## config.mk

```make
export PLATFORM = sky130hd
export DESIGN_NAME = clock_time_counter
export DESIGN_NICKNAME = d
export VERILOG_FILES = /design/src/rtl/clock_pkg.sv /design/src/rtl/bcd_mod_counter.sv /design/src/rtl/clock_time_counter.sv
export SDC_FILE = /design/constraint.sdc
export NUM_CORES = 1
export LEC_CHECK = 0
export ABC_AREA = 1
export CAP_MARGIN = 20
export CORE_MARGIN = 4
export CORE_UTILIZATION = 30
export CTS_CLUSTER_DIAMETER = 40
export DETAILED_ROUTE_END_ITERATION = 6
export DONT_BUFFER_PORTS = 1
export GPL_ROUTABILITY_DRIVEN = 1
export HOLD_SLACK_MARGIN = 0.15
export PLACE_DENSITY = 0.43
export SLEW_MARGIN = 15
export SYNTH_ARGS = -nofsm -noshare
export SYNTH_HDL_FRONTEND = slang
export SYNTH_SLANG_ARGS = --single-unit
```

## constraint.sdc

```tcl
create_clock -name i_clk -period 3.4 [get_ports i_clk]
set_input_delay 0.51 -clock i_clk [delete_from_list [all_inputs] [get_ports i_clk]]
set_output_delay 0.51 -clock i_clk [all_outputs]
set_load 0.02 [all_outputs]
```

## src/rtl/clock_pkg.sv

```systemverilog
// Shared widths, moduli and reset-value conversion for the BCD time-of-day counter.
package clock_pkg;

  localparam int unsigned HOURS_W  = 6;
  localparam int unsigned MIN_W    = 7;
  localparam int unsigned SEC_W    = 7;
  localparam int unsigned DIGIT_W  = 4;

  localparam int unsigned SEC_MAX  = 59;
  localparam int unsigned MIN_MAX  = 59;
  localparam int unsigned HOUR_MAX = 23;

  // Two-digit packed BCD {tens, ones}; values above 99 are reduced modulo 100.
  function automatic logic [7:0] bin_to_bcd(input int unsigned value);
    int unsigned v;
    v = value % 100;
    return {4'(v / 10), 4'(v % 10)};
  endfunction

endpackage

```

## src/rtl/bcd_mod_counter.sv

```systemverilog
// Two-digit BCD modulo counter with increment, synchronous clear and a wrap flag.
module bcd_mod_counter
  import clock_pkg::*;
#(
  parameter int unsigned      Width                = 7,
  parameter int unsigned      MAX_TENS             = 5,
  parameter int unsigned      MAX_ONES_AT_MAX_TENS = 9,
  parameter logic [Width-1:0] ResetVal             = '0
) (
  input  logic             clk_i,
  input  logic             rst_i,
  input  logic             inc_i,
  input  logic             clear_i,
  output logic [Width-1:0] value_o,
  output logic             wrap_o
);

  localparam int unsigned        TensW    = Width - DIGIT_W;
  localparam logic [TensW-1:0]   TensMax  = TensW'(MAX_TENS);
  localparam logic [DIGIT_W-1:0] OnesMax  = DIGIT_W'(MAX_ONES_AT_MAX_TENS);
  localparam logic [DIGIT_W-1:0] OnesNine = DIGIT_W'(9);

  logic [Width-1:0]   value_q, value_d;
  logic [TensW-1:0]   tens;
  logic [DIGIT_W-1:0] ones;
  logic               at_terminal;

  assign tens = value_q[Width-1:DIGIT_W];
  assign ones = value_q[DIGIT_W-1:0];

  // Anything at or beyond the terminal value (including corrupted states) wraps to zero.
  assign at_terminal = (tens > TensMax) || ((tens == TensMax) && (ones >= OnesMax));
  assign wrap_o      = inc_i && at_terminal;

  always_comb begin
    value_d = value_q;
    if (clear_i) begin
      value_d = '0;
    end else if (inc_i) begin
      if (at_terminal) begin
        value_d = '0;
      end else if (ones >= OnesNine) begin
        value_d = {tens + TensW'(1), {DIGIT_W{1'b0}}};
      end else begin
        value_d = {tens, ones + DIGIT_W'(1)};
      end
    end
  end

  always_ff @(posedge clk_i or posedge rst_i) begin
    if (rst_i) begin
      value_q <= ResetVal;
    end else begin
      value_q <= value_d;
    end
  end

  assign value_o = value_q;

endmodule

```

## src/rtl/clock_time_counter.sv

```systemverilog
// 24-hour BCD HH:MM:SS counter advanced by divider ticks, with set buttons and carry pulses.
module clock_time_counter
  import clock_pkg::*;
#(
  parameter int unsigned RESET_HOURS   = 0,
  parameter int unsigned RESET_MINUTES = 0
) (
  input  logic               i_clk,
  input  logic               i_reset,
  input  logic               i_en,
  input  logic               i_tick,
  input  logic               i_set_hours,
  input  logic               i_set_minutes,
  output logic [HOURS_W-1:0] o_hours,
  output logic [MIN_W-1:0]   o_minutes,
  output logic [SEC_W-1:0]   o_seconds,
  output logic               o_min_pulse,
  output logic               o_day_pulse
);

  localparam logic [HOURS_W-1:0] ResetHoursBcd = HOURS_W'(bin_to_bcd(RESET_HOURS));
  localparam logic [MIN_W-1:0]   ResetMinBcd   = MIN_W'(bin_to_bcd(RESET_MINUTES));

  logic tick_ok;
  logic sec_inc, min_inc, hour_inc;
  logic sec_wrap, min_wrap, hour_wrap;
  logic min_pulse_q, min_pulse_d;
  logic day_pulse_q, day_pulse_d;

  // Any set pulse swallows a coincident tick, so set and carry never interact.
  assign tick_ok  = i_en && i_tick && !i_set_hours && !i_set_minutes;
  assign sec_inc  = tick_ok;
  assign min_inc  = (tick_ok && sec_wrap) || i_set_minutes;
  assign hour_inc = (tick_ok && sec_wrap && min_wrap) || i_set_hours;

  bcd_mod_counter #(
    .Width               (SEC_W),
    .MAX_TENS            (SEC_MAX / 10),
    .MAX_ONES_AT_MAX_TENS(SEC_MAX % 10),
    .ResetVal            ('0)
  ) u_seconds (
    .clk_i  (i_clk),
    .rst_i  (i_reset),
    .inc_i  (sec_inc),
    .clear_i(i_set_minutes),
    .value_o(o_seconds),
    .wrap_o (sec_wrap)
  );

  bcd_mod_counter #(
    .Width               (MIN_W),
    .MAX_TENS            (MIN_MAX / 10),
    .MAX_ONES_AT_MAX_TENS(MIN_MAX % 10),
    .ResetVal            (ResetMinBcd)
  ) u_minutes (
    .clk_i  (i_clk),
    .rst_i  (i_reset),
    .inc_i  (min_inc),
    .clear_i(1'b0),
    .value_o(o_minutes),
    .wrap_o (min_wrap)
  );

  bcd_mod_counter #(
    .Width               (HOURS_W),
    .MAX_TENS            (HOUR_MAX / 10),
    .MAX_ONES_AT_MAX_TENS(HOUR_MAX % 10),
    .ResetVal            (ResetHoursBcd)
  ) u_hours (
    .clk_i  (i_clk),
    .rst_i  (i_reset),
    .inc_i  (hour_inc),
    .clear_i(1'b0),
    .value_o(o_hours),
    .wrap_o (hour_wrap)
  );

  always_comb begin
    min_pulse_d = sec_wrap;
    day_pulse_d = sec_wrap && min_wrap && hour_wrap;
  end

  always_ff @(posedge i_clk or posedge i_reset) begin
    if (i_reset) begin
      min_pulse_q <= 1'b0;
      day_pulse_q <= 1'b0;
    end else begin
      min_pulse_q <= min_pulse_d;
      day_pulse_q <= day_pulse_d;
    end
  end

  assign o_min_pulse = min_pulse_q;
  assign o_day_pulse = day_pulse_q;

endmodule
```

# ---- Word-level counts from Yosys, hierarchy flattened
# Index checks and enable logic that the tools add are counted.
dict set report totals {
  regBits 22
  input_bits 6
  output_inout_bits 22
  elab_cells 59
}
dict set report op_classes {
  n_addsub 6
  magnitude_cmp 7
  n_eq_ne 3
  muxes 8
  reduce_logical 27
}
# operator count
set ops {}
lappend ops {{two-way mux 7 bit} 6}
lappend ops {{logical AND 1 bit} 13}
lappend ops {{adder 4 x 1 -> 4 bit, second input constant} 3}
lappend ops {{greater-or-equal comparator 4 bit, second input constant} 3}
lappend ops {{two-way mux 6 bit} 2}
lappend ops {{adder 3 x 1 -> 3 bit, second input constant} 2}
lappend ops {{equality test 3 bit, second input constant} 2}
lappend ops {{greater-than comparator 3 bit, second input constant} 2}
lappend ops {{AND reduction 2 bit} 3}
lappend ops {{nonzero test 2 bit} 3}
lappend ops {{logical OR 1 bit} 5}
lappend ops {{greater-or-equal comparator 4 x 2 -> 1 bit, second input constant} 1}
lappend ops {{nonzero test 3 bit} 1}
lappend ops {{adder 2 x 1 -> 2 bit, second input constant} 1}
lappend ops {{equality test 2 bit, second input constant} 1}
lappend ops {{greater-than comparator 2 bit, second input constant} 1}
lappend ops {{logical NOT 1 bit} 2}

# ---- Longest topological paths before layout
# Gate-level depths: netlist (run 1).
dict set report depth {
  word_depth 11
  ltp_mapped 11
  mapped_depth_nobuf 11
}

# ---- By module
# Synthesis (run 1) repeated with hierarchy kept, for this count alone.
dict set report unflattened {
  cells_unflattened 205
  hier_area_um2 1556.5
}
# mod n_inst cells_each area_each_um2 seq_area_each_um2
set by_module_without_submodules {}
lappend by_module_without_submodules {{bcd_mod_counter at u_minutes ...} 2 68 510.5 175.2}
lappend by_module_without_submodules {{bcd_mod_counter at u_hours} 1 53 420.4 150.1}
lappend by_module_without_submodules {clock_time_counter 1 16 115.1 50.0}

# ---- Worst setup path after synthesis (run 1)
# OpenSTA, ideal clock, no wires.
dict set report synth_timing {
  path_kind {register to register}
  start {register u_seconds.value_q[1] (netlist: u_seconds.value_o[1])}
  end {register u_minutes.value_q[0] (netlist: u_minutes.value_o[0])}
  setup_ns 0.127
  arrival_time_ns 1.479
  t_required_ns 3.273
  path_slack_ns 1.794
  stages_incl_launch_ff 12
  path_buffers 1
  synth_period_minus_slack_ns 1.606
  cell_sequence {dfrtp_1 -> inv_1 -> ha_1 -> inv_1 -> nand3_2 -> nand2_2 -> nand2_2 -> nand3_4 -> nand2_2 -> buf_4 -> nand3_1 -> o21ai_0}
}
dict set report synth_via {
  elab_chain_cells 6
}
# element line
set synth_lines {}
lappend synth_lines {{start, declared} bcd_mod_counter.sv:23} ;# logic [Width-1:0] value_q, value_d;
lappend synth_lines {{start signal, assigned} bcd_mod_counter.sv:52} ;# value_q <= ResetVal;
lappend synth_lines {{start signal, assigned} bcd_mod_counter.sv:54} ;# value_q <= value_d;
lappend synth_lines {{greater-or-equal comparator 4 bit} bcd_mod_counter.sv:32} ;# assign at_terminal = (tens > TensMax) || ((tens == TensMax) && (ones >= OnesMax));
lappend synth_lines {{logical AND 1 bit} bcd_mod_counter.sv:32}
lappend synth_lines {{logical OR 1 bit} bcd_mod_counter.sv:32}
lappend synth_lines {{logical AND 1 bit} bcd_mod_counter.sv:33} ;# assign wrap_o = inc_i && at_terminal;
lappend synth_lines {{logical AND 1 bit} clock_time_counter.sv:33} ;# assign min_inc = (tick_ok && sec_wrap) || i_set_minutes;
lappend synth_lines {{logical OR 1 bit} clock_time_counter.sv:33}
lappend synth_lines {{end signal, assigned} bcd_mod_counter.sv:52}
lappend synth_lines {{end signal, assigned} bcd_mod_counter.sv:54}
lappend synth_lines {{end, declared} bcd_mod_counter.sv:23}
# Every way passes these cells.
# A chain may end at the register's enable or synchronous reset.

# ---- Final worst setup path (run 1)
dict set report layout_timing {
  start {register u_minutes.value_q[0] (netlist: u_minutes.value_o[0])}
  end {register u_hours.value_q[4] (netlist: u_hours.value_o[4])}
}
dict set report layout_via {
  elab_chain_cells 7
}
# element line
set layout_lines {}
lappend layout_lines {{greater-or-equal comparator 4 bit} bcd_mod_counter.sv:32}
lappend layout_lines {{logical AND 1 bit} bcd_mod_counter.sv:32}
lappend layout_lines {{logical OR 1 bit} bcd_mod_counter.sv:32}
lappend layout_lines {{logical AND 1 bit} bcd_mod_counter.sv:33}
lappend layout_lines {{logical AND 1 bit} clock_time_counter.sv:34} ;# assign hour_inc = (tick_ok && sec_wrap && min_wrap) || i_set_hours;
lappend layout_lines {{logical OR 1 bit} clock_time_counter.sv:34}
lappend layout_lines {{AND reduction 2 bit (no line)} --}
lappend layout_lines {{end signal, assigned} bcd_mod_counter.sv:52}
lappend layout_lines {{end signal, assigned} bcd_mod_counter.sv:54}
lappend layout_lines {{end, declared} bcd_mod_counter.sv:23}
# Every way passes these cells.

==> results.toml, run 1 <==
[critical_path]
arrival_ns = 2.08
startpoint_type = "register"
cp_slowest_stage_delay_ns = 0.53
endpoint_kind = "register"
critical_path_buf_inv_count = 1
critPathRequiredTime_ns = 3.55
path_delay_family = "simple AND/OR/NAND/NOR gates"
crit_fanout = 11
crit_type = "register to register"
cpMaxStageDelayCell = "dfrtp_1"
crit_chain = "inv_1 > ha_1 > nand3b_4 > nand2_4 > nand2_4 > nand2_4 > o21bai_4 > nand2_1 > nand2_1 > nand2_1"

[global_route]
antenna_found_initial = 0
grt_pass1_vias = 1008
grt_use_total_pct = 10.1
grt_pass1_wl_mm = 4.92
overflow = 0
grt_max_degree = 23

[outcome]
outcome = "finished, final reports clean"

[logic_synthesis]
ys_types = 27
synth_xor_area_share_pct = 4.24
syn_nets = 187
avgSynthCellArea_um2 = 8.67
yosysSeqAreaShare_pct = 38.0
synth_compound_area_share_pct = 9.33
synth-adder-area-share_pct = 12.1
synth_top_family_by_area = "simple AND/OR/NAND/NOR gates"
syn_inst = 167
synthSimpleGateAreaFrac_pct = 28.8
yosys_warnings = 0
netlist_area_mm2 = 0.00145
ys_ff_latch = 22
muxShareOfSynthArea_pct = 0

[clock_network]
cts_tree = "done"
cts_max_path_buffers = 2
cts_sinks = 22
cts_root_buf = "clkbuf_8"
numCtsBuffers = 3
h-tree-depth = 1
cts_resized = 0
clkTransAtPathRegs_ns = 0.08
postCtsHoldBufs = 0
postCtsSetupRepairBufs = 0
clk_latency_ns = 0.26

[placement]
dp_hpwl_mm = 2.25
port_buffers = 0
placed_area_mm2 = 0.00150
dp_cells = 219
gp_congestion = 0.764

[timing]
fin_worst_skew_ns = 0.00149
period_share_pct = 56.6
slew_viol_final = 0
setup_viol = 0
period_minus_slack_ns = 1.92
timing.fmax_ghz = 0.520
rsz0062_at_grt = "no"
fin_tns_setup_ns = 0
slew_headroom_pct = 40.6
worst_slew_pin_slew_ns = 0.891
hold_violations = 0

[route]
route.met3.wl_um = 177
vias = 1051
ant_nets = 0
wl_mm = 2.90
firstDrtPassIters = 4
post_drt_wl_per_cell_um = 13.1
drcViolationCount = 0
wl_met1_mm = 1.38
drt_iter0_drc = 33
wl_met2_mm = 1.33
highest-signal-layer = "met4"
avgViaCountPerCell = 4.73

[floorplan]
row_count = 25
core_area_mm2 = 0.00469
die_w_um = 77.5
io_pins = 28
fp.dieArea_mm2 = 0.00600
die_h_um = 77.5
initial_utilization_pct = 30.9

[final_layout]
nets = 190
area_growth_pct = 6.22
final_util_pct = 32.8
multiInputGateArea_um2 = 788
regArea_um2 = 551
fin_area_mm2 = 0.00154
final_cells = 222
drive_above_1_share_pct = 14.3
num-fill-cells = 491
diodes = 0

[job]
cap_violations = 0

[pwr]
finalPower_mw = 1.11
p_leak_nw = 0.760
max-vdd-ir-drop_mv = 0.289
cellPowerDensity_mw_per_mm2 = 724

[worst_hold_path]
hold_path.class = "primary input to asynchronous set/reset pin"
## layout by cell type (no fill, tap or decap), types with 2 or more instances in the layout
master and count:
inv_2 2, clkbuf_8 3, xnor2_1 2, nor2_1 16, nand4_1 6, nand2_1 33
ha_1 14, dfrtp_1 22, nand2_2 4, nor3_1 3, nand3b_4 2, o21ai_2 5
inv_1 22, nand3_1 8, xor2_1 5, o21ai_0 9, nand2_4 3
## kinds of logic after synthesis
logic type	count (synthesis)
flip-flops	22
adder cells (fa/ha/maj)	14
AO/OA/AOI/OAI	19
AND/OR/NAND/NOR	79
XOR/XNOR	7
buffers and inverters	26
## cells in the mapped netlist, drive strengths merged
master	n	share of area (%)
xor2	5	3.0
xnor2	2	1.2
a31oi	1	0.43
a21oi	2	0.95
buf	2	1.3
o21bai	1	1.3
dfrtp	22	38
ha	14	12
nor2	17	4.6
inv	24	6.2
nand2	40	13
o21ai	14	6.1
nand4	6	2.6
o211ai	1	0.52
nand3	10	4.7
nand3b	3	3.3
nor3	3	1.0
## area by class of cell
| class | count | share of cell area [%] |
|---|---|---|
| multi-input cells | 119 | 51.3 |
| clock buffers | 3 | 2.69 |
| well taps | 54 | 4.39 |
| flip-flops and latches | 22 | 35.8 |
| inverters | 24 | 5.86 |
## where the power goes
group          internal, mW  switching [mW]
Sequential            0.330           0.198
Clock                0.0790          0.0841
Combinational         0.172           0.251
## final timing paths
kind,start,to,slack (ns),cells past startpoint
hold reg to reg,u_hours.value_o[5]$_DFFE_PP0P_,u_hours.value_o[5]$_DFFE_PP0P_,0.66,2
min in group i_clk,i_set_minutes,u_seconds.value_o[5]$_DFFE_PP0P_,0.47,3
setup / recovery,u_minutes.value_o[0]$_DFFE_PP0P_,u_hours.value_o[4]$_DFFE_PP0P_,1.48,10
setup reg to reg,u_minutes.value_o[0]$_DFFE_PP0P_,u_hours.value_o[4]$_DFFE_PP0P_,1.48,10
max in group asynchronous,i_reset,u_minutes.value_o[0]$_DFFE_PP0P_,2.53,1
hold / removal,i_reset,u_seconds.value_o[2]$_DFFE_PP0P_,0.33,1
## metrics by stage
step / hold slack, ns / worst slack, ns
after floorplan: 0.499 / 1.79
after global placement: 0.647 / 1.52
after detailed placement: 0.652 / 1.46
after CTS: 0.371 / 1.46
after global routing: 0.409 / 1.34
final: 0.326 / 1.48
## flip-flops by register name, indices dropped and copies added, names as in the netlist
name,count
o_day_pulse,1
o_min_pulse,1
u_hours.value_o,6
u_minutes.value_o,7
u_seconds.value_o,7
## per-layer routing
metal	GRT usage [%]	vias to the layer above
met3	2.90	2
met2	15.8	23
met1	13.3	488
met5	0	-
met4	3.74	0
li1	-	538
(Power assumes the default switching activity.)
==> run 2: changes to the inputs <==
Clock period 3.4 ns to 1.99 ns, I/O delays scaled along.
==> results.toml, run 2 (synthesis gave the netlist of run 1 again) <==
[outcome]
outcome = "finished, final reports clean"

[timing]
timing.fmax_ghz = 0.571
fin_tns_setup_ns = 0
slew_headroom_pct = 75.2
rsz0062_at_grt = "no"
period_share_pct = 88.0
slew_viol_final = 0
period_minus_slack_ns = 1.75
whs_ns = 0.254
setup_viol = 0
worst_slew_pin_slew_ns = 0.372
fin_worst_skew_ns = 0.00120
hold_violations = 0
setup_ws_ns = 0.239

[pwr]
p_leak_nw = 0.828
finalPower_mw = 2.04
cellPowerDensity_mw_per_mm2 = 1240
max-vdd-ir-drop_mv = 0.564

[route]
ant_nets = 0
wl_mm = 2.85
firstDrtPassIters = 4
avgViaCountPerCell = 4.61
highest-signal-layer = "met4"
drcViolationCount = 0
wl_met1_mm = 1.36
vias = 1083
route.met3.wl_um = 176
drt_iter0_drc = 37
post_drt_wl_per_cell_um = 12.1
wl_met2_mm = 1.30

[critical_path]
startpoint_type = "register"
worstRegToRegCells = 10
crit_fanout = 11
critPathRequiredTime_ns = 2.15
cp_slowest_stage_delay_ns = 0.43
timing.rr.start = "u_seconds.value_o[0]$_DFFE_PP0P_"
crit_chain = "inv_1 > ha_1 > nand3_2 > nand2_2 > nand2_2 > nand3_4 > o21bai_4 > nand2_1 > nand2_1 > nand2_1"
crit_cells = 10
reg2reg_to = "u_hours.value_o[5]$_DFFE_PP0P_"
endpoint_kind = "register"
regToRegSetupSlack_ns = 0.24
cpMaxStageDelayCell = "dfrtp_1"
critical_path_buf_inv_count = 1
crit_type = "register to register"
path_delay_family = "simple AND/OR/NAND/NOR gates"
cpMostUsedCell = "nand2_1"
arrival_ns = 1.91

[placement]
gp_congestion = 0.788
port_buffers = 0
dpl_worst_slack_ns = 0.236
dp_hpwl_mm = 2.30

[clock_network]
clk_latency_ns = 0.26
cts_root_buf = "clkbuf_8"
clkTransAtPathRegs_ns = 0.08
numCtsBuffers = 3
cts_sinks = 22
h-tree-depth = 1
postCtsSetupRepairBufs = 0
cts_tree = "done"
cts_max_path_buffers = 2

[floorplan]
row_count = 25
die_h_um = 77.5
die_w_um = 77.5
fp.dieArea_mm2 = 0.00600
io_pins = 28
initial_utilization_pct = 30.9
core_area_mm2 = 0.00469

[final_layout]
layout_commonest_cell = "nand2_1"
mostFrequentLayoutCells = "nand2_1 (33), inv_1 (22), dfrtp_1 (22)"
drive_above_1_share_pct = 19.9
area_growth_pct = 13.6
diodes = 0
nets = 202

[global_route]
grt_use_total_pct = 10.2
overflow = 0
grt_pass1_vias = 1041
grt_pass1_wl_mm = 5.01
antenna_found_initial = 0
grt_max_degree = 23

[worst_hold_path]
whs_path_depth = 3
hold_path.class = "primary input to register"
hp-start = "i_set_minutes"
min_to = "u_seconds.value_o[5]$_DFFE_PP0P_"

[job]
cap_violations = 0
-- run 2: worst reg2reg max path: cells and delay by family, from the launching register on --
family	cells	cell delay, ns
adder cells (fa/ha/maj)	1	0.21
flip-flops	1	0.43
AO/OA/AOI/OAI	1	0.30
AND/OR/NAND/NOR	7	0.61
buffers and inverters	1	0.10
-- run 2: worst max-delay path by stage --
stage	from	slack, ns	endpoint
after floorplan	u_seconds.value_o[1]$_DFFE_PP0P_	0.38	u_minutes.value_o[0]$_DFFE_PP0P_
after global placement	u_seconds.value_o[0]$_DFFE_PP0P_	0.28	u_hours.value_o[5]$_DFFE_PP0P_
after detailed placement	u_seconds.value_o[0]$_DFFE_PP0P_	0.24	u_hours.value_o[5]$_DFFE_PP0P_
after CTS	u_seconds.value_o[0]$_DFFE_PP0P_	0.21	u_hours.value_o[5]$_DFFE_PP0P_
after global routing	u_seconds.value_o[0]$_DFFE_PP0P_	0.09	u_hours.value_o[4]$_DFFE_PP0P_
final	u_seconds.value_o[0]$_DFFE_PP0P_	0.24	u_hours.value_o[5]$_DFFE_PP0P_
-- run 2: cell type report --
type                    count  area [um^2]
clock buffers               4         55.1
multi-input cells         119          788
inverters                  24         90.1
fillers                   490         3050
flip-flops and latches     22          551
repair buffers             12         92.6
well taps                  54         67.6
-- run 2: layer usage --
metal  vias to the layer above  GRT usage, %
met5                         -             0
met4                         0          1.60
met3                         2          4.29
met2                        18          16.0
met1                       498          13.5
li1                        565             -
-- run 2: per-stage QoR --
step           util, %  area (um^2)  cells
6_report          35.0         1640    235
5_1_grt           35.0         1640    235
4_1_cts           35.0         1640    235
3_5_place_dp      33.7         1580    230
3_3_place_gp      33.7         1580    230
2_1_floorplan        -         1450    167
-- run 2: timing repair --
| action | 4_1_cts | 5_1_grt |
|---|---|---|
| hold buffers | 1 | 0 |
| resized for setup | 0 | 0 |
| endpoints found under the hold margin | 22 | 0 |
-- run 2: power by group --
part / leakage [nW] / switching [mW] / total, mW / internal [mW]
sequential: 0.292 / 0.219 / 0.785 / 0.566
combinational: 0.507 / 0.555 / 0.936 / 0.381
clock: 0.0288 / 0.145 / 0.321 / 0.176
==> run 3: changes to the inputs <==
Settings changed: REMOVE_ABC_BUFFERS from default to 1.
==> results.toml, run 3 (synthesis gave the netlist of run 1 again) <==
[critical_path]
endpoint_kind = "register"
cpMostUsedCell = "nand2_1"
critical_path_buf_inv_count = 2
critPathLaunch = "u_seconds.value_o[1]$_DFFE_PP0P_"
crit_chain = "inv_1 > ha_1 > inv_1 > nand3_2 > nand2_2 > nand2_2 > nand3_4 > o21bai_4 > nand2_1 > nand2_1 > nand2_1"
startpoint_type = "register"
arrival_ns = 1.85
cpMaxStageDelayCell = "dfrtp_1"
timing.rr.start = "u_seconds.value_o[1]$_DFFE_PP0P_"
cp_slowest_stage_delay_ns = 0.39
path_delay_family = "simple AND/OR/NAND/NOR gates"
critPathRequiredTime_ns = 2.15
crit_type = "register to register"
crit_fanout = 11

[placement]
gp_congestion = 0.786
dp_cells = 230
dp_hpwl_mm = 2.39
placed_area_mm2 = 0.00158
port_buffers = 0

[floorplan]
die_h_um = 77.5
fp.dieArea_mm2 = 0.00600
initial_utilization_pct = 30.9
row_count = 25
io_pins = 28
core_area_mm2 = 0.00469
die_w_um = 77.5

[clock_network]
h-tree-depth = 1
cts_tree = "done"
numCtsBuffers = 3
clkTransAtPathRegs_ns = 0.09
clk_latency_ns = 0.26
cts_resized = 0
cts_root_buf = "clkbuf_8"
cts_max_path_buffers = 2
cts_sinks = 22

[route]
ant_nets = 0
highest-signal-layer = "met4"
drcViolationCount = 0
wl_met1_mm = 1.43
post_drt_wl_per_cell_um = 12.8
vias = 1092
drt_iter0_drc = 44
wl_mm = 3.00
avgViaCountPerCell = 4.65
firstDrtPassIters = 4
wl_met2_mm = 1.40
route.met3.wl_um = 153

[timing]
worst_slew_pin_slew_ns = 0.366
timing.fmax_ghz = 0.590
hold_violations = 0
fin_worst_skew_ns = 0.00292
slew_viol_final = 0
period_minus_slack_ns = 1.70
rsz0062_at_grt = "no"
slew_headroom_pct = 75.6
setup_viol = 0
period_share_pct = 85.2
fin_tns_setup_ns = 0

[final_layout]
fin_area_mm2 = 0.00164
multiInputGateArea_um2 = 788
final_cells = 235
regArea_um2 = 551
area_growth_pct = 13.6
drive_above_1_share_pct = 19.9
num-fill-cells = 498
nets = 202
final_util_pct = 35.0
diodes = 0
mostFrequentLayoutCells = "nand2_1 (33), inv_1 (22), dfrtp_1 (22)"
layout_commonest_cell = "nand2_1"

[global_route]
grt_pass1_wl_mm = 5.42
overflow = 0
antenna_found_initial = 0
grt_use_total_pct = 11.1
grt_pass1_vias = 1117
grt_max_degree = 23

[pwr]
cellPowerDensity_mw_per_mm2 = 1250
max-vdd-ir-drop_mv = 0.400
p_leak_nw = 0.828

[worst_hold_path]
hold_path.class = "primary input to register"
hp-start = "i_set_minutes"

[outcome]
outcome = "finished, final reports clean"

[job]
cap_violations = 0
run 3: worst paths after layout:
check / slack [ns] / end / cells after the start
worst max-delay path: 0.29 / u_hours.value_o[4]$_DFFE_PP0P_ / 11
worst min register to register: 0.60 / u_minutes.value_o[0]$_DFFE_PP0P_ / 3
min in group asynchronous: 0.52 / u_seconds.value_o[2]$_DFFE_PP0P_ / 3
worst max register to register: 0.29 / u_hours.value_o[4]$_DFFE_PP0P_ / 11
max in group asynchronous: 1.24 / u_seconds.value_o[6]$_DFFE_PP0P_ / 3
worst min-delay path: 0.27 / u_minutes.value_o[3]$_DFFE_PP0P_ / 3
run 3: area by class of cell:
cell class | instances | share of cell area [%]
Tap cell | 54 | 4.11
Inverter | 24 | 5.48
Multi-Input combinational cell | 119 | 47.9
Timing Repair Buffer | 12 | 5.63
Sequential cell | 22 | 33.5
Clock buffer | 4 | 3.35
run 3: what timing repair did:
| action | CTS | global route |
|---|---|---|
| endpoints found under the hold margin | 22 | 0 |
| buffers inserted | 0 | 0 |
| hold buffers | 1 | 0 |
run 3: tightest hold or removal path: stages:
cell	delay [ns]
inv_1	0.06
nand3_1	0.08
nand2_1	0.05
run 3: where the power goes:
part           total, mW  internal (mW)  switching, mW
Combinational      0.938          0.380          0.558
Clock              0.329          0.176          0.153
Sequential         0.785          0.566          0.219
run 3: per-stage QoR:
stage               hold slack [ns]  total power, mW  worst slack [ns]
floorplan                     0.288             1.47             0.275
global placement              0.260             1.74             0.319
detailed placement            0.259             1.75             0.282
CTS                           0.266             2.09             0.261
global route                  0.272             2.26            0.0621
finish                        0.265             2.05             0.294
run 3: per-layer routing:
metal  global-route usage (%)  vias to the layer above
met5                        0                        -
met4                     3.74                        0
met3                     2.90                        2
met2                     17.3                       14
met1                     14.9                      511
li1                         -                      565
